$ cat config.mk
export PLATFORM = sky130hd
export DESIGN_NAME = i2c_burst_controller
export DESIGN_NICKNAME = d
export VERILOG_FILES = /design/src/rtl/i2c_burst_controller.sv
export SDC_FILE = /design/constraint.sdc
export NUM_CORES = 1
export LEC_CHECK = 0
export ABC_AREA = 1
export BUFFER_PORTS_ARGS = -buffer_cell sky130_fd_sc_hd__buf_4
export CORE_MARGIN = 1.5
export CORE_UTILIZATION = 25
export DETAILED_ROUTE_END_ITERATION = 16
export GPL_TIMING_DRIVEN = 0
export HOLD_SLACK_MARGIN = 0.12
export PLACE_DENSITY = 0.51
export SYNTH_ARGS = -nofsm -noshare
export SYNTH_HDL_FRONTEND = slang
export SYNTH_SLANG_ARGS = --single-unit
export TNS_END_PERCENT = 20
$ cat constraint.sdc
create_clock -name i_clk -period 3.6 [get_ports i_clk]
set_input_delay 0.18 -clock i_clk [delete_from_list [all_inputs] [get_ports i_clk]]
set_output_delay 0.18 -clock i_clk [all_outputs]
set_load 0.1 [all_outputs]
$ cat src/rtl/i2c_burst_controller.sv
// i2c_burst_controller
// Turns one memory-map request into a START / address / data / RESTART /
// read / STOP command sequence for the byte-level I2C engine, gathers the
// ACK status and read bytes, and returns a single response.
module i2c_burst_controller #(
    parameter int TimeoutCycles = 1562500,
    parameter int TimeoutWidth  = 21
) (
    input  logic        i_clk,
    input  logic        i_rst,
    input  logic        i_req_valid,
    output logic        o_req_ready,
    input  logic [6:0]  i_req_addr,
    input  logic [1:0]  i_req_wr_count,
    input  logic [1:0]  i_req_rd_count,
    input  logic [31:0] i_req_wdata,
    input  logic        i_req_rd_wrn,
    output logic        o_rsp_valid,
    input  logic        i_rsp_ready,
    output logic [31:0] o_rsp_rdata,
    output logic        o_rsp_nack,
    output logic        o_rsp_timeout,
    output logic        o_cmd_valid,
    input  logic        i_cmd_ready,
    output logic [2:0]  o_cmd_op,
    output logic [7:0]  o_cmd_wdata,
    output logic        o_cmd_ack,
    input  logic        i_done_valid,
    input  logic [7:0]  i_done_rdata,
    input  logic        i_done_nack,
    output logic        o_busy
);

    typedef enum logic [3:0] {
        S_IDLE,
        S_START,
        S_ADDR_W,
        S_WDATA,
        S_RESTART,
        S_ADDR_R,
        S_RDATA,
        S_STOP,
        S_RESP
    } state_t;

    localparam logic [2:0] OpStart   = 3'd0;
    localparam logic [2:0] OpWrite   = 3'd1;
    localparam logic [2:0] OpRead    = 3'd2;
    localparam logic [2:0] OpStop    = 3'd3;
    localparam logic [2:0] OpRestart = 3'd4;

    localparam logic [TimeoutWidth-1:0] TmoLimit = TimeoutWidth'(TimeoutCycles);

    // Sequencer state: r_wait distinguishes the WAIT phase from the ISSUE phase
    state_t                  r_state, w_state_nxt;
    logic                    r_wait, w_wait_nxt;
    logic [1:0]              r_idx, w_idx_nxt;
    logic [TimeoutWidth-1:0] r_tmo_cnt, w_tmo_cnt_nxt;

    // Captured request fields
    logic [6:0]  r_addr, w_addr_nxt;
    logic [1:0]  r_wr_cnt, w_wr_cnt_nxt;
    logic [1:0]  r_rd_cnt, w_rd_cnt_nxt;
    logic [31:0] r_wdata, w_wdata_nxt;
    logic        r_rd_wrn, w_rd_wrn_nxt;

    // Registered interface outputs
    logic        r_req_ready, w_req_ready_nxt;
    logic        r_cmd_valid, w_cmd_valid_nxt;
    logic [2:0]  r_cmd_op, w_cmd_op_nxt;
    logic [7:0]  r_cmd_wdata, w_cmd_wdata_nxt;
    logic        r_cmd_ack, w_cmd_ack_nxt;
    logic        r_rsp_valid, w_rsp_valid_nxt;
    logic [31:0] r_rsp_rdata, w_rsp_rdata_nxt;
    logic        r_rsp_nack, w_rsp_nack_nxt;
    logic        r_rsp_timeout, w_rsp_timeout_nxt;

    logic w_issue;
    logic w_xfer;
    logic w_accept;

    assign w_xfer   = r_cmd_valid & i_cmd_ready;
    // r_req_ready is only ever high while idle
    assign w_accept = i_req_valid & r_req_ready;

    assign o_req_ready   = r_req_ready;
    assign o_rsp_valid   = r_rsp_valid;
    assign o_rsp_rdata   = r_rsp_rdata;
    assign o_rsp_nack    = r_rsp_nack;
    assign o_rsp_timeout = r_rsp_timeout;
    assign o_cmd_valid   = r_cmd_valid;
    assign o_cmd_op      = r_cmd_op;
    assign o_cmd_wdata   = r_cmd_wdata;
    assign o_cmd_ack     = r_cmd_ack;
    assign o_busy        = (r_state != S_IDLE);

    // Next-state, command and response computation
    always_comb begin
        w_state_nxt       = r_state;
        w_wait_nxt        = r_wait;
        w_idx_nxt         = r_idx;
        w_tmo_cnt_nxt     = r_tmo_cnt;
        w_addr_nxt        = r_addr;
        w_wr_cnt_nxt      = r_wr_cnt;
        w_rd_cnt_nxt      = r_rd_cnt;
        w_wdata_nxt       = r_wdata;
        w_rd_wrn_nxt      = r_rd_wrn;
        w_req_ready_nxt   = r_req_ready;
        w_cmd_valid_nxt   = r_cmd_valid;
        w_cmd_op_nxt      = r_cmd_op;
        w_cmd_wdata_nxt   = r_cmd_wdata;
        w_cmd_ack_nxt     = r_cmd_ack;
        w_rsp_valid_nxt   = r_rsp_valid;
        w_rsp_rdata_nxt   = r_rsp_rdata;
        w_rsp_nack_nxt    = r_rsp_nack;
        w_rsp_timeout_nxt = r_rsp_timeout;
        w_issue           = 1'b0;

        unique case (r_state)
            S_IDLE: begin
                w_req_ready_nxt = 1'b1;
                if (w_accept) begin
                    w_addr_nxt        = i_req_addr;
                    w_wr_cnt_nxt      = i_req_wr_count;
                    w_rd_cnt_nxt      = i_req_rd_count;
                    w_wdata_nxt       = i_req_wdata;
                    w_rd_wrn_nxt      = i_req_rd_wrn;
                    w_req_ready_nxt   = 1'b0;
                    w_rsp_rdata_nxt   = 32'h0;
                    w_rsp_nack_nxt    = 1'b0;
                    w_rsp_timeout_nxt = 1'b0;
                    w_state_nxt       = S_START;
                    w_issue           = 1'b1;
                end
            end

            S_RESP: begin
                if (i_rsp_ready) begin
                    w_state_nxt       = S_IDLE;
                    w_rsp_valid_nxt   = 1'b0;
                    w_rsp_rdata_nxt   = 32'h0;
                    w_rsp_nack_nxt    = 1'b0;
                    w_rsp_timeout_nxt = 1'b0;
                    w_req_ready_nxt   = 1'b1;
                end
            end

            default: begin
                if (!r_wait) begin
                    // ISSUE: hold the command until the engine takes it
                    if (w_xfer) begin
                        w_cmd_valid_nxt = 1'b0;
                        w_wait_nxt      = 1'b1;
                        w_tmo_cnt_nxt   = '0;
                    end
                end else if (i_done_valid) begin
                    // WAIT: completion takes priority over a coincident timeout
                    unique case (r_state)
                        S_START: begin
                            w_state_nxt = S_ADDR_W;
                            w_issue     = 1'b1;
                        end
                        S_ADDR_W: begin
                            if (i_done_nack) begin
                                w_rsp_nack_nxt = 1'b1;
                                w_state_nxt    = S_STOP;
                            end else begin
                                w_state_nxt = S_WDATA;
                                w_idx_nxt   = 2'd0;
                            end
                            w_issue = 1'b1;
                        end
                        S_WDATA: begin
                            if (i_done_nack) begin
                                w_rsp_nack_nxt = 1'b1;
                                w_state_nxt    = S_STOP;
                            end else if (r_idx == r_wr_cnt) begin
                                w_state_nxt = r_rd_wrn ? S_RESTART : S_STOP;
                            end else begin
                                w_idx_nxt = r_idx + 2'd1;
                            end
                            w_issue = 1'b1;
                        end
                        S_RESTART: begin
                            w_state_nxt = S_ADDR_R;
                            w_issue     = 1'b1;
                        end
                        S_ADDR_R: begin
                            if (i_done_nack) begin
                                w_rsp_nack_nxt = 1'b1;
                                w_state_nxt    = S_STOP;
                            end else begin
                                w_state_nxt = S_RDATA;
                                w_idx_nxt   = 2'd0;
                            end
                            w_issue = 1'b1;
                        end
                        S_RDATA: begin
                            w_rsp_rdata_nxt[{r_idx, 3'b000} +: 8] = i_done_rdata;
                            if (r_idx == r_rd_cnt) begin
                                w_state_nxt = S_STOP;
                            end else begin
                                w_idx_nxt = r_idx + 2'd1;
                            end
                            w_issue = 1'b1;
                        end
                        S_STOP: begin
                            w_state_nxt     = S_RESP;
                            w_wait_nxt      = 1'b0;
                            w_rsp_valid_nxt = 1'b1;
                        end
                        default: begin
                            w_state_nxt = S_IDLE;
                            w_wait_nxt  = 1'b0;
                        end
                    endcase
                end else if (r_tmo_cnt == TmoLimit) begin
                    // Engine is stuck: report without attempting a STOP
                    w_state_nxt       = S_RESP;
                    w_wait_nxt        = 1'b0;
                    w_rsp_valid_nxt   = 1'b1;
                    w_rsp_timeout_nxt = 1'b1;
                end else begin
                    w_tmo_cnt_nxt = r_tmo_cnt + 1'b1;
                end
            end
        endcase

        // Entering an ISSUE phase loads the command for the destination state
        if (w_issue) begin
            w_wait_nxt      = 1'b0;
            w_cmd_valid_nxt = 1'b1;
            w_cmd_wdata_nxt = 8'h00;
            w_cmd_ack_nxt   = 1'b0;
            unique case (w_state_nxt)
                S_START:   w_cmd_op_nxt = OpStart;
                S_ADDR_W: begin
                    w_cmd_op_nxt    = OpWrite;
                    w_cmd_wdata_nxt = {r_addr, 1'b0};
                end
                S_WDATA: begin
                    w_cmd_op_nxt    = OpWrite;
                    w_cmd_wdata_nxt = r_wdata[{w_idx_nxt, 3'b000} +: 8];
                end
                S_RESTART: w_cmd_op_nxt = OpRestart;
                S_ADDR_R: begin
                    w_cmd_op_nxt    = OpWrite;
                    w_cmd_wdata_nxt = {r_addr, 1'b1};
                end
                S_RDATA: begin
                    w_cmd_op_nxt  = OpRead;
                    // Master NACKs only the final read byte
                    w_cmd_ack_nxt = (w_idx_nxt != r_rd_cnt);
                end
                S_STOP:    w_cmd_op_nxt = OpStop;
                default:   w_cmd_op_nxt = OpStop;
            endcase
        end
    end

    // State and output registers; reset aborts any transaction silently
    always_ff @(posedge i_clk or posedge i_rst) begin
        if (i_rst) begin
            r_state       <= S_IDLE;
            r_wait        <= 1'b0;
            r_idx         <= 2'd0;
            r_tmo_cnt     <= '0;
            r_addr        <= 7'h0;
            r_wr_cnt      <= 2'd0;
            r_rd_cnt      <= 2'd0;
            r_wdata       <= 32'h0;
            r_rd_wrn      <= 1'b0;
            r_req_ready   <= 1'b0;
            r_cmd_valid   <= 1'b0;
            r_cmd_op      <= 3'd0;
            r_cmd_wdata   <= 8'h00;
            r_cmd_ack     <= 1'b0;
            r_rsp_valid   <= 1'b0;
            r_rsp_rdata   <= 32'h0;
            r_rsp_nack    <= 1'b0;
            r_rsp_timeout <= 1'b0;
        end else begin
            r_state       <= w_state_nxt;
            r_wait        <= w_wait_nxt;
            r_idx         <= w_idx_nxt;
            r_tmo_cnt     <= w_tmo_cnt_nxt;
            r_addr        <= w_addr_nxt;
            r_wr_cnt      <= w_wr_cnt_nxt;
            r_rd_cnt      <= w_rd_cnt_nxt;
            r_wdata       <= w_wdata_nxt;
            r_rd_wrn      <= w_rd_wrn_nxt;
            r_req_ready   <= w_req_ready_nxt;
            r_cmd_valid   <= w_cmd_valid_nxt;
            r_cmd_op      <= w_cmd_op_nxt;
            r_cmd_wdata   <= w_cmd_wdata_nxt;
            r_cmd_ack     <= w_cmd_ack_nxt;
            r_rsp_valid   <= w_rsp_valid_nxt;
            r_rsp_rdata   <= w_rsp_rdata_nxt;
            r_rsp_nack    <= w_rsp_nack_nxt;
            r_rsp_timeout <= w_rsp_timeout_nxt;
        end
    end

endmodule
==> results of run 1 <==
-- cell usage after synthesis --
master                      number  area share [%]
sky130_fd_sc_hd__nor2_2          5            0.49
sky130_fd_sc_hd__o211ai_1        2            0.23
sky130_fd_sc_hd__o31ai_1        28             3.3
sky130_fd_sc_hd__xor2_1          6            0.82
sky130_fd_sc_hd__a31oi_1         3            0.29
sky130_fd_sc_hd__nor3_1         11            0.86
sky130_fd_sc_hd__inv_1          58             3.4
sky130_fd_sc_hd__nand3b_1        6            0.71
sky130_fd_sc_hd__nand2_1       299              18
sky130_fd_sc_hd__o21ai_0        28             2.2
sky130_fd_sc_hd__clkinv_1        1           0.059
sky130_fd_sc_hd__ha_1            6             1.2
sky130_fd_sc_hd__a2bb2oi_1       1            0.14
sky130_fd_sc_hd__nor2_4          9             1.6
sky130_fd_sc_hd__nand3_2         3            0.47
sky130_fd_sc_hd__a22oi_1         1            0.12
sky130_fd_sc_hd__buf_1           3            0.18
sky130_fd_sc_hd__nand3_1        71             5.6
sky130_fd_sc_hd__o22ai_1         1           0.098
sky130_fd_sc_hd__dfrtp_1       121              47
sky130_fd_sc_hd__nor4_2          1            0.20
sky130_fd_sc_hd__buf_4           7            0.82
sky130_fd_sc_hd__a21oi_1        26             2.0
sky130_fd_sc_hd__o21ai_1         2            0.16
sky130_fd_sc_hd__nand4_1        13             1.3
sky130_fd_sc_hd__buf_2           6            0.47
sky130_fd_sc_hd__o21a_1         17             2.0
sky130_fd_sc_hd__buf_6           1            0.18
sky130_fd_sc_hd__nand2_4         2            0.35
sky130_fd_sc_hd__clkbuf_1        9            0.53
sky130_fd_sc_hd__xnor2_1         5            0.69
sky130_fd_sc_hd__nor4_1          4            0.39
sky130_fd_sc_hd__a21oi_4         1            0.25
sky130_fd_sc_hd__nor2_1         52             3.1
sky130_fd_sc_hd__nand2_2         3            0.29
sky130_fd_sc_hd__inv_2           9            0.53
sky130_fd_sc_hd__o31a_1          1            0.14
-- placed cells by master (no fill, tap or decap), types with 3 or more instances in the layout --
master and instances:
sky130_fd_sc_hd__a21oi_1 26, sky130_fd_sc_hd__clkbuf_1 10, sky130_fd_sc_hd__inv_1 57, sky130_fd_sc_hd__buf_4 115
sky130_fd_sc_hd__ha_1 6, sky130_fd_sc_hd__nand3b_1 6, sky130_fd_sc_hd__nor2_4 9, sky130_fd_sc_hd__dfrtp_1 121
sky130_fd_sc_hd__nor3_1 11, sky130_fd_sc_hd__nor2_1 52, sky130_fd_sc_hd__nor2_2 5, sky130_fd_sc_hd__clkbuf_16 17
sky130_fd_sc_hd__inv_6 3, sky130_fd_sc_hd__nor4_1 4, sky130_fd_sc_hd__inv_2 9, sky130_fd_sc_hd__clkinv_4 4
sky130_fd_sc_hd__xor2_1 6, sky130_fd_sc_hd__xnor2_1 5, sky130_fd_sc_hd__o21a_1 17, sky130_fd_sc_hd__nand4_1 13
sky130_fd_sc_hd__buf_1 3, sky130_fd_sc_hd__nand3_1 71, sky130_fd_sc_hd__dlygate4sd3_1 55, sky130_fd_sc_hd__buf_2 6
sky130_fd_sc_hd__nand3_2 3, sky130_fd_sc_hd__clkinv_2 3, sky130_fd_sc_hd__o31ai_1 28, sky130_fd_sc_hd__clkinvlp_4 3
sky130_fd_sc_hd__nand2_2 3, sky130_fd_sc_hd__o21ai_0 28, sky130_fd_sc_hd__nand2_1 299, sky130_fd_sc_hd__a31oi_1 3
-- stage by stage --
step                      hold WS, ps  setup slack (ps)
after detailed placement          251              1310
after global routing              171              1010
after global placement            386             -1520
after CTS                         132              1310
after floorplan                   297               206
final                             144              1310
-- worst reg2reg max path: stages, from the launching register on --
cell and delay (ps):
sky130_fd_sc_hd__dfrtp_1 400, sky130_fd_sc_hd__buf_4 190, sky130_fd_sc_hd__inv_1 210, sky130_fd_sc_hd__nand2_1 80, sky130_fd_sc_hd__nand2_1 120, sky130_fd_sc_hd__nand3_1 110
sky130_fd_sc_hd__o211ai_1 160, sky130_fd_sc_hd__nand2_1 120, sky130_fd_sc_hd__nand2_1 150, sky130_fd_sc_hd__inv_1 100, sky130_fd_sc_hd__nor2_4 250, sky130_fd_sc_hd__nand3_1 110
sky130_fd_sc_hd__nand3_1 110, sky130_fd_sc_hd__nand2_1 50, sky130_fd_sc_hd__nand2_1 60
-- routing by layer --
layer,vias to the layer above,part of all wire (%)
met3,13,3.5
met5,-,0
met1,2786,49
met2,129,46
li1,3075,-
met4,0,1.1
-- power breakdown --
group	switching, mW	internal [mW]
sequential	0.336	1.92
combinational	3.75	1.24
clock	0.668	1.02
total	4.75	4.19
-- kinds of logic (layout without fill, tap and decap cells) --
logic type / after synthesis / after routing / share of synthesized area (%)
AO/OA/AOI/OAI: 111 / 111 / 10.9
XOR/XNOR: 11 / 11 / 1.51
adder cells (fa/ha/maj): 6 / 6 / 1.18
buffers and inverters: 94 / 290 / 6.17
flip-flops: 121 / 121 / 47.4
AND/OR/NAND/NOR: 479 / 479 / 32.8
-- sequential cells by signal, indices dropped and copies added, names as in the netlist, 3 cells and up --
register	count
r_addr	7
o_cmd_wdata	8
r_tmo_cnt	21
r_state	4
o_rsp_rdata	32
o_cmd_op	3
r_wdata	32
-- layout make-up --
type / instances / area [µm²] / area share [%]
Buffer: 26 / 139 / 1.58
Timing Repair Buffer: 164 / 1390 / 15.8
Clock buffer: 18 / 429 / 4.89
Clock inverter: 14 / 150 / 1.71
Tap cell: 330 / 413 / 4.71
Multi-Input combinational cell: 607 / 2970 / 33.8
Sequential cell: 121 / 3030 / 34.5
Inverter: 68 / 260 / 2.97
-- worst max path at each step --
stage	end	startpoint	cells after the start	slack (ps)
2_1_floorplan	o_cmd_ack$_DFFE_PP0P_	i_rst	1	210
6_report	o_cmd_wdata[3]$_DFFE_PP0P_	r_idx[0]$_DFF_PP0_	14	1310
4_1_cts	r_tmo_cnt[14]$_DFFE_PP0P_	r_tmo_cnt[0]$_DFFE_PP0P_	10	1310
3_5_place_dp	r_tmo_cnt[12]$_DFFE_PP0P_	r_tmo_cnt[0]$_DFFE_PP0P_	10	1310
3_3_place_gp	r_wdata[2]$_DFFE_PP0P_	i_rst	2	-1520
5_1_grt	o_cmd_wdata[7]$_DFFE_PP0P_	r_idx[0]$_DFF_PP0_	14	1010
==> results.tsv, run 1 <==
metric	value	unit
fraction of the yosys area taken by sequential cells	47.4	%
# resized after CTS	0	
area of the core	25100	µm²
cell at the slowest stage of the critical path	sky130_fd_sc_hd__dfrtp_1	
Worst setup EP type	register	
Crit path required time	3960	ps
leakage component of the power	4.12	nW
Netlist cell types	37	
type of the worst setup path	reg -> reg	
CTS hold repair buffers	55	
Worst slew margin	54.6	%
met2 Use GR	23.4	%
CP arrival	2650	ps
hold crit path type	in -> reg	
start of the worst register-to-register path	r_idx[0]$_DFF_PP0_	
global-route wire length before repair	30.7	mm
worst clock skew on the final layout	14.9	ps
count of unresolved DRC violations after routing	0	
routability cong.	0.840	
cell chosen for the clock root	sky130_fd_sc_hd__clkbuf_16	
M1 GR Usage	20.1	%
Sinks on Clock Net	121	
I/O pins	109	
maximum buffer depth of the clock tree	2	
half-perimeter wire length of the detailed placement result	13.6	mm
hold worst-path end	o_rsp_valid$_DFFE_PP0P_	
fraction of final layout cells sized beyond drive strength 1	18.5	%
sort of element at the start of the critical path	register	
number of CTS-inserted buffers	17	
final count of hold timing violations	0	
layout-stage area growth over the synthesis result	37.3	%
final wirelength	18.5	mm
unrepaired setup endpoints after global routing	false	
Detailed Routing Iterations Pass 1	5	
hold wc startpoint	i_rsp_ready	
share of the cycle needed by the critical path after routing	63.6	%
count of vias placed by the detailed router	6003	
Total Neg Setup Slack	0	ps
instance area at placement	7640	µm²
critical path's largest stage delay	400	ps
busiest metal layer after global routing	met2	
critical path's most frequent cell	sky130_fd_sc_hd__nand2_1	
post-route minimum period	2290	ps
Critical Path Fanout Max	10	
Max rail drop VDD	0.588	mV
number of buffers inserted by port buffering	108	
Max Transition Viols Final	0	
routed via count divided by cell count	4.45	
starting density of the core	25.4	%
pin count of the biggest net entering global routing	75	
number of cell rows	58	
status	finished, final reports clean	
fmax	437	MHz
GRT overflow	0	
average routed wire per standard cell	13.7	µm
Die Outline Area	26500	µm²
Die Width	163	µm
H-tree level count	4	
number of buffers added for setup after CTS	0	
Cell Area, Synth	6390	µm²
Skew-Pair Late Insertion Delay	430	ps
Inserted Diodes	0	
CTS clock-pin slew for the worst setup and hold paths	60	ps
antenna violations before repair	0	
Hold Path Cell Cnt	4	
Layout Nets	1070	
Post-Synthesis Net Count	887	
flip-flop and latch count after synthesis	121	
areal power density over the cells	1020	nW/µm²
delay-heaviest family, CP	simple AND/OR/NAND/NOR gates	
Final Cell Area	8770	µm²
number of setup violations in the final report	0	
clock tree from TritonCTS	done	
power after layout	8.94	mW
total of max-cap violations	0	
fillers	2705	
DR iter-0 viols	416	
mean instance size in the synthesized netlist	7.77	µm²
number of cells traversed by the worst register-to-register path	14	
Post-Layout Cell Count	1348	
Register-to-Register Setup Slack	1310	ps
vertical die dimension	163	µm
Crit Reg-Reg Endpoint	o_cmd_wdata[3]$_DFFE_PP0P_	
yosys warns	0	
cells traversed along the worst timing path	buf_4 -> inv_1 -> nand2_1 -> nand2_1 -> nand3_1 -> o211ai_1 -> nand2_1 -> nand2_1 -> inv_1 -> nor2_4 -> nand3_1 -> nand3_1 -> nand2_1 -> nand2_1	
DRT antenna net count	0	
synthesized netlist cell count	822	
Buf+Inv Stages, Crit Path	3	
via count of the first global-routing pass	5998	
transition time at the pin with the least slew margin	676	ps
placed insts	1261	
GRT Overall Usage	14.7	%
core occupancy in the finished layout	34.9	%
met3 Track Usage GR	2.57	%
Power figures use the tool's default switching activity.
==> inputs of run 2 (changes only) <==
PLACE_DENSITY = 0.5   (was 0.51)
clock period = 2.4 ns   (was 3.6 ns; I/O delays follow)
==> run 2 against run 1 <==
Global-route usage about the same. Critical path depth unchanged. Die area unchanged. Largest power group unchanged. Critical endpoint is now o_cmd_wdata[5]$_DFFE_PP0P_. Clock power increased by 55%. Non-clock buffer count increased by 3. Clock skew decreased by 3.5 ps. Critical path type unchanged. Utilization increased by 0.32 points. Power increased by 51%. Worst hold slack improved by 65 ps. Sequential cell count unchanged. Wire length decreased by 0.16%. Final cell count increased by 0.22%.
==> results.tsv, run 2 (synthesis results as in run 1) <==
metric	value	unit
cells traversed along the worst timing path	buf_4 -> inv_1 -> nand2_1 -> nand2_1 -> nand3_1 -> o211ai_1 -> nand2_1 -> nand2_1 -> inv_1 -> nor2_4 -> nand3_1 -> nand3_1 -> nand2_1 -> nand2_1	
DRT antenna net count	0	
total of max-cap violations	0	
CTS clock-pin slew for the worst setup and hold paths	60	ps
status	finished, final reports clean	
fraction of final layout cells sized beyond drive strength 1	19.0	%
net switching share of the total power	53.1	%
cell chosen for the clock root	sky130_fd_sc_hd__clkbuf_16	
vertical die dimension	163	µm
count of vias placed by the detailed router	6048	
Sinks on Clock Net	121	
core occupancy in the finished layout	35.3	%
Crit path required time	2760	ps
areal power density over the cells	1530	nW/µm²
number of cell rows	58	
most frequent cells in the layout	sky130_fd_sc_hd__nand2_1, sky130_fd_sc_hd__dfrtp_1, sky130_fd_sc_hd__buf_4	
internal power contribution	6.35	mW
number of setup violations in the final report	0	
final wirelength	18.5	mm
Max Transition Viols Final	0	
Max rail drop VDD	1.19	mV
Critical Path Fanout Max	10	
sort of element at the start of the critical path	register	
register share of total power	25.0	%
unrepaired setup endpoints after global routing	true	
fmax	446	MHz
power after layout	13.5	mW
half-perimeter wire length of the detailed placement result	13.8	mm
GRT Overall Usage	14.7	%
number of buffers added for setup after CTS	0	
delay-heaviest family, CP	simple AND/OR/NAND/NOR gates	
worst clock skew on the final layout	11.4	ps
Die Outline Area	26500	µm²
H-tree level count	4	
CP arrival	2600	ps
starting density of the core	25.4	%
Buf+Inv Stages, Crit Path	3	
layout-stage area growth over the synthesis result	38.6	%
maximum buffer depth of the clock tree	2	
transition time at the pin with the least slew margin	715	ps
Layout Nets	1073	
hold crit path type	in -> async	
via count of the first global-routing pass	6042	
final count of hold timing violations	0	
Skew-Pair Late Insertion Delay	420	ps
share of the cycle needed by the critical path after routing	93.5	%
clock tree from TritonCTS	done	
fillers	2713	
post-route minimum period	2240	ps
power share of the clock group	19.4	%
critical path's largest stage delay	410	ps
net load switching power	7.19	mW
GRT overflow	0	
count of unresolved DRC violations after routing	0	
logic gate share of total power	55.6	%
Detailed Routing Iterations Pass 1	4	
critical path's most frequent cell	sky130_fd_sc_hd__nand2_1	
Worst slew margin	51.9	%
leakage component of the power	4.16	nW
cell at the slowest stage of the critical path	sky130_fd_sc_hd__dfrtp_1	
Worst setup EP type	register	
Die Width	163	µm
average routed wire per standard cell	13.7	µm
I/O pins	109	
DR iter-0 viols	345	
area of the core	25100	µm²
global-route wire length before repair	30.8	mm
number of buffers inserted by port buffering	108	
routability cong.	0.827	
number of CTS-inserted buffers	17	
routed via count divided by cell count	4.48	
Inserted Diodes	0	
type of the worst setup path	reg -> reg	
most common cell after layout, fill and taps aside	sky130_fd_sc_hd__nand2_1	
pin count of the biggest net entering global routing	41	
antenna violations before repair	0	
==> run 2: cell types whose count changed in the layout (fill, tap and decap cells not counted), sizes merged <==
cell / previous run / this run
inv: 69 / 73
clkinv: 8 / 3
buf: 126 / 128
dlygate4sd3: 55 / 56
clkinvlp: 3 / 4
==> run 2: final cells by class <==
cell class / instances / area [µm²] / area share [%]
timing repair buffer: 167 / 1430 / 16.2
inverter: 68 / 259 / 2.92
tap: 330 / 413 / 4.66
buffer: 26 / 139 / 1.57
multi-input combinational: 607 / 2990 / 33.7
sequential: 121 / 3030 / 34.2
clock buffer: 18 / 439 / 4.96
clock inverter: 14 / 160 / 1.81
==> run 2: worst reg2reg max path: cells and delay by family (launching register included) <==
family          cells  cell delay (ps)
compound gates      1              160
simple gates       10             1130
flops               1              410
buf+inv             3              500
==> run 2: routing by layer <==
layer  wire length, µm  track usage, %
met5                 0               0
met4               120            4.34
met3               699            3.26
met2              8580            23.6
met1              9080            19.8
==> run 2: per-stage QoR <==
stage                     std cells  setup TNS [ps]  area, µm²  hold slack (ps)  setup slack, ps
after floorplan                 822               0       6390              237              272
after global placement         1260          -16960       7620              324             -148
after detailed placement       1263               0       7680             86.6             74.7
after CTS                      1351               0       8840              193             25.0
after global routing           1351            -330       8860              218            -92.7
final                          1351               0       8860              209              157
==> run 2: worst paths after layout <==
check | cells after the start | from | to | slack, ps
hold / removal | 3 | i_rst | o_rsp_rdata[16]$_DFFE_PP0P_ | 210
min in group i_clk | 4 | i_cmd_ready | r_tmo_cnt[16]$_DFFE_PP0P_ | 240
hold reg to reg | 2 | r_wdata[21]$_DFFE_PP0P_ | r_wdata[21]$_DFFE_PP0P_ | 460
max in group asynchronous | 5 | i_rst | o_cmd_valid$_DFFE_PP0P_ | 1430
setup reg to reg | 14 | r_idx[0]$_DFF_PP0_ | o_cmd_wdata[5]$_DFFE_PP0P_ | 160
setup / recovery | 14 | r_idx[0]$_DFF_PP0_ | o_cmd_wdata[5]$_DFFE_PP0P_ | 160
==> run 2: power groups by stage <==
stage          Clock (mW)  Combinational [mW]  Sequential (mW)
2_1_floorplan           0                3.03             6.10
3_3_place_gp            0                7.44             3.42
3_5_place_dp            0                7.51             3.42
4_1_cts              2.70                7.60             3.39
5_1_grt              2.79                8.16             3.50
6_report             2.62                7.53             3.38
==> run 2: repair_timing <==
action                                 CTS  global route
setup endpoints to repair                0            33
gates resized for setup                  0             4
hold buffers                            56             0
endpoints found under the hold margin  162             0
==> inputs of run 3 (changes only) <==
CELL_PAD_IN_SITES_DETAIL_PLACEMENT = 0   (was not set)
CELL_PAD_IN_SITES_GLOBAL_PLACEMENT = 2   (was not set)
PLACE_DENSITY = 0.72   (was 0.5)
clock period = 2.1 ns   (was 2.4 ns; I/O delays follow)
==> run 3 against run 2 <==
Utilization rose by 1.8 points. Non-clock buffer count rose by 23. Global-route usage rose by 0.62 points. Final area rose by 5.0%. Clock-buffer cell count did not move. Power rose by 19%. Final cell count rose by 1.9%. Fmax rose by 9.5%.
==> results.tsv, run 3 (synthesis results as in run 1) <==
metric	value	unit
number of CTS-inserted buffers	17	
cells traversed along the worst timing path	buf_6 -> nor2_4 -> inv_4 -> nor2_4 -> inv_2 -> nor2_4 -> inv_6 -> nand3_4 -> nand2_2 -> nor2_4 -> nand2_1 -> nand3_1 -> nand2_1 -> nand2_1	
delay-heaviest family, CP	simple AND/OR/NAND/NOR gates	
CP arrival	2400	ps
number of setup violations in the final report	0	
status	finished, final reports clean	
Sinks on Clock Net	121	
Die Width	163	µm
via count of the first global-routing pass	5939	
sort of element at the start of the critical path	register	
CTS clock-pin slew for the worst setup and hold paths	60	ps
starting density of the core	25.4	%
register share of total power	24.1	%
I/O pins	109	
Max Transition Viols Final	0	
vertical die dimension	163	µm
fmax	488	MHz
maximum buffer depth of the clock tree	2	
hold crit path type	in -> reg	
Skew-Pair Late Insertion Delay	420	ps
Inserted Diodes	0	
count of vias placed by the detailed router	6170	
layout-stage area growth over the synthesis result	45.5	%
worst clock skew on the final layout	13.6	ps
leakage component of the power	4.36	nW
power share of the clock group	17.6	%
start of the worst register-to-register path	r_state[1]$_DFF_PP0_	
logic gate share of total power	58.2	%
areal power density over the cells	1720	nW/µm²
internal power contribution	7.42	mW
cell at the slowest stage of the critical path	sky130_fd_sc_hd__dfrtp_1	
post-route minimum period	2050	ps
clock tree from TritonCTS	done	
Detailed Routing Iterations Pass 1	5	
Worst slew margin	57.2	%
net switching share of the total power	53.7	%
Layout Nets	1098	
type of the worst setup path	reg -> reg	
global-route wire length before repair	31.6	mm
hold wc startpoint	i_cmd_ready	
number of buffers inserted by port buffering	108	
startpoint of the worst setup timing path	r_state[1]$_DFF_PP0_	
average routed wire per standard cell	14.2	µm
final count of hold timing violations	0	
DRT antenna net count	0	
power after layout	16.0	mW
cell chosen for the clock root	sky130_fd_sc_hd__clkbuf_16	
unrepaired setup endpoints after global routing	true	
final wirelength	19.5	mm
Die Outline Area	26500	µm²
critical path's most frequent cell	sky130_fd_sc_hd__nor2_4	
DR iter-0 viols	288	
Total Neg Setup Slack	0	ps
count of unresolved DRC violations after routing	0	
fillers	2712	
Max rail drop VDD	1.17	mV
routability cong.	0.766	
most frequent cells in the layout	sky130_fd_sc_hd__nand2_1, sky130_fd_sc_hd__buf_4, sky130_fd_sc_hd__dfrtp_1	
instance area at placement	7680	µm²
Buf+Inv Stages, Crit Path	4	
Worst setup EP type	register	
transition time at the pin with the least slew margin	642	ps
Final Cell Area	9300	µm²
total of max-cap violations	0	
sequential standard cell area	3030	µm²
GRT Overall Usage	15.3	%
net load switching power	8.61	mW
fraction of final layout cells sized beyond drive strength 1	25.2	%
pin count of the biggest net entering global routing	41	
most common cell after layout, fill and taps aside	sky130_fd_sc_hd__nand2_1	
critical path's largest stage delay	370	ps
Critical Path Fanout Max	9	
antenna violations before repair	0	
area of the core	25100	µm²
multi-input gate area in the final layout	3200	µm²
GRT overflow	0	
share of the cycle needed by the critical path after routing	97.6	%
routed via count divided by cell count	4.48	
H-tree level count	4	
half-perimeter wire length of the detailed placement result	14.2	mm
Crit path required time	2450	ps
number of cell rows	58	
==> run 3: path summary, 6_finish.rpt <==
path | end | slack, ps | cells after the start
max | o_cmd_wdata[6]$_DFFE_PP0P_ | 50 | 14
min | r_tmo_cnt[16]$_DFFE_PP0P_ | 240 | 4
max reg2reg | o_cmd_wdata[6]$_DFFE_PP0P_ | 50 | 14
min reg2reg | r_wdata[22]$_DFFE_PP0P_ | 460 | 2
max in group asynchronous | o_cmd_wdata[0]$_DFFE_PP0P_ | 930 | 5
min in group asynchronous | o_rsp_rdata[17]$_DFFE_PP0P_ | 300 | 3
==> run 3: metrics by stage <==
stage               setup slack [ps]  util (%)  hold slack, ps  cells
finish                          50.5      37.0             236   1376
global route                    -131      37.0             265   1376
CTS                            -90.6      35.5             234   1354
detailed placement              -338      30.6             208   1263
global placement                -488      30.3             311   1260
floorplan                      -27.8         -             222    822
==> run 3: layout make-up <==
class / instances / area share, %
Clock buffer: 18 / 4.72
Buffer: 26 / 1.95
Tap cell: 330 / 4.44
Sequential cell: 121 / 32.6
Multi-Input combinational cell: 609 / 34.4
Clock inverter: 14 / 1.33
Inverter: 68 / 3.01
Timing Repair Buffer: 190 / 17.5
==> run 3: what timing repair did <==
action / CTS / global route
resized for setup: 30 / 62
pin swaps: 6 / 16
endpoints found under the hold margin: 95 / 0
gates cloned: 1 / 1
hold buffers: 56 / 0
endpoints found under the setup margin: 73 / 90
buffers inserted: 2 / 21
==> run 3: per-layer routing <==
layer  vias up  part of all wire [%]  track usage (%)
li1       3128                     -                -
met3        15                   3.8             2.95
met5         -                     0                0
met2       134                    46             24.0
met1      2893                    48             21.3
met4         0                   1.3             4.71
==> run 3: power by group through the flow <==
| stage | Clock (mW) | Combinational [mW] | Sequential, mW |
|---|---|---|---|
| floorplan | 0 | 3.47 | 6.97 |
| CTS | 2.91 | 8.90 | 3.87 |
| finish | 2.83 | 9.34 | 3.87 |
| detailed placement | 0 | 8.63 | 3.90 |
| global route | 3.01 | 10.1 | 3.98 |
| global placement | 0 | 8.59 | 3.90 |
==> run 3: tightest hold or removal path, delay by kind of cell <==
| kind | cells | cell delay (ps) |
|---|---|---|
| compound gates | 1 | 110 |
| buf+inv | 1 | 110 |
| simple gates | 2 | 290 |
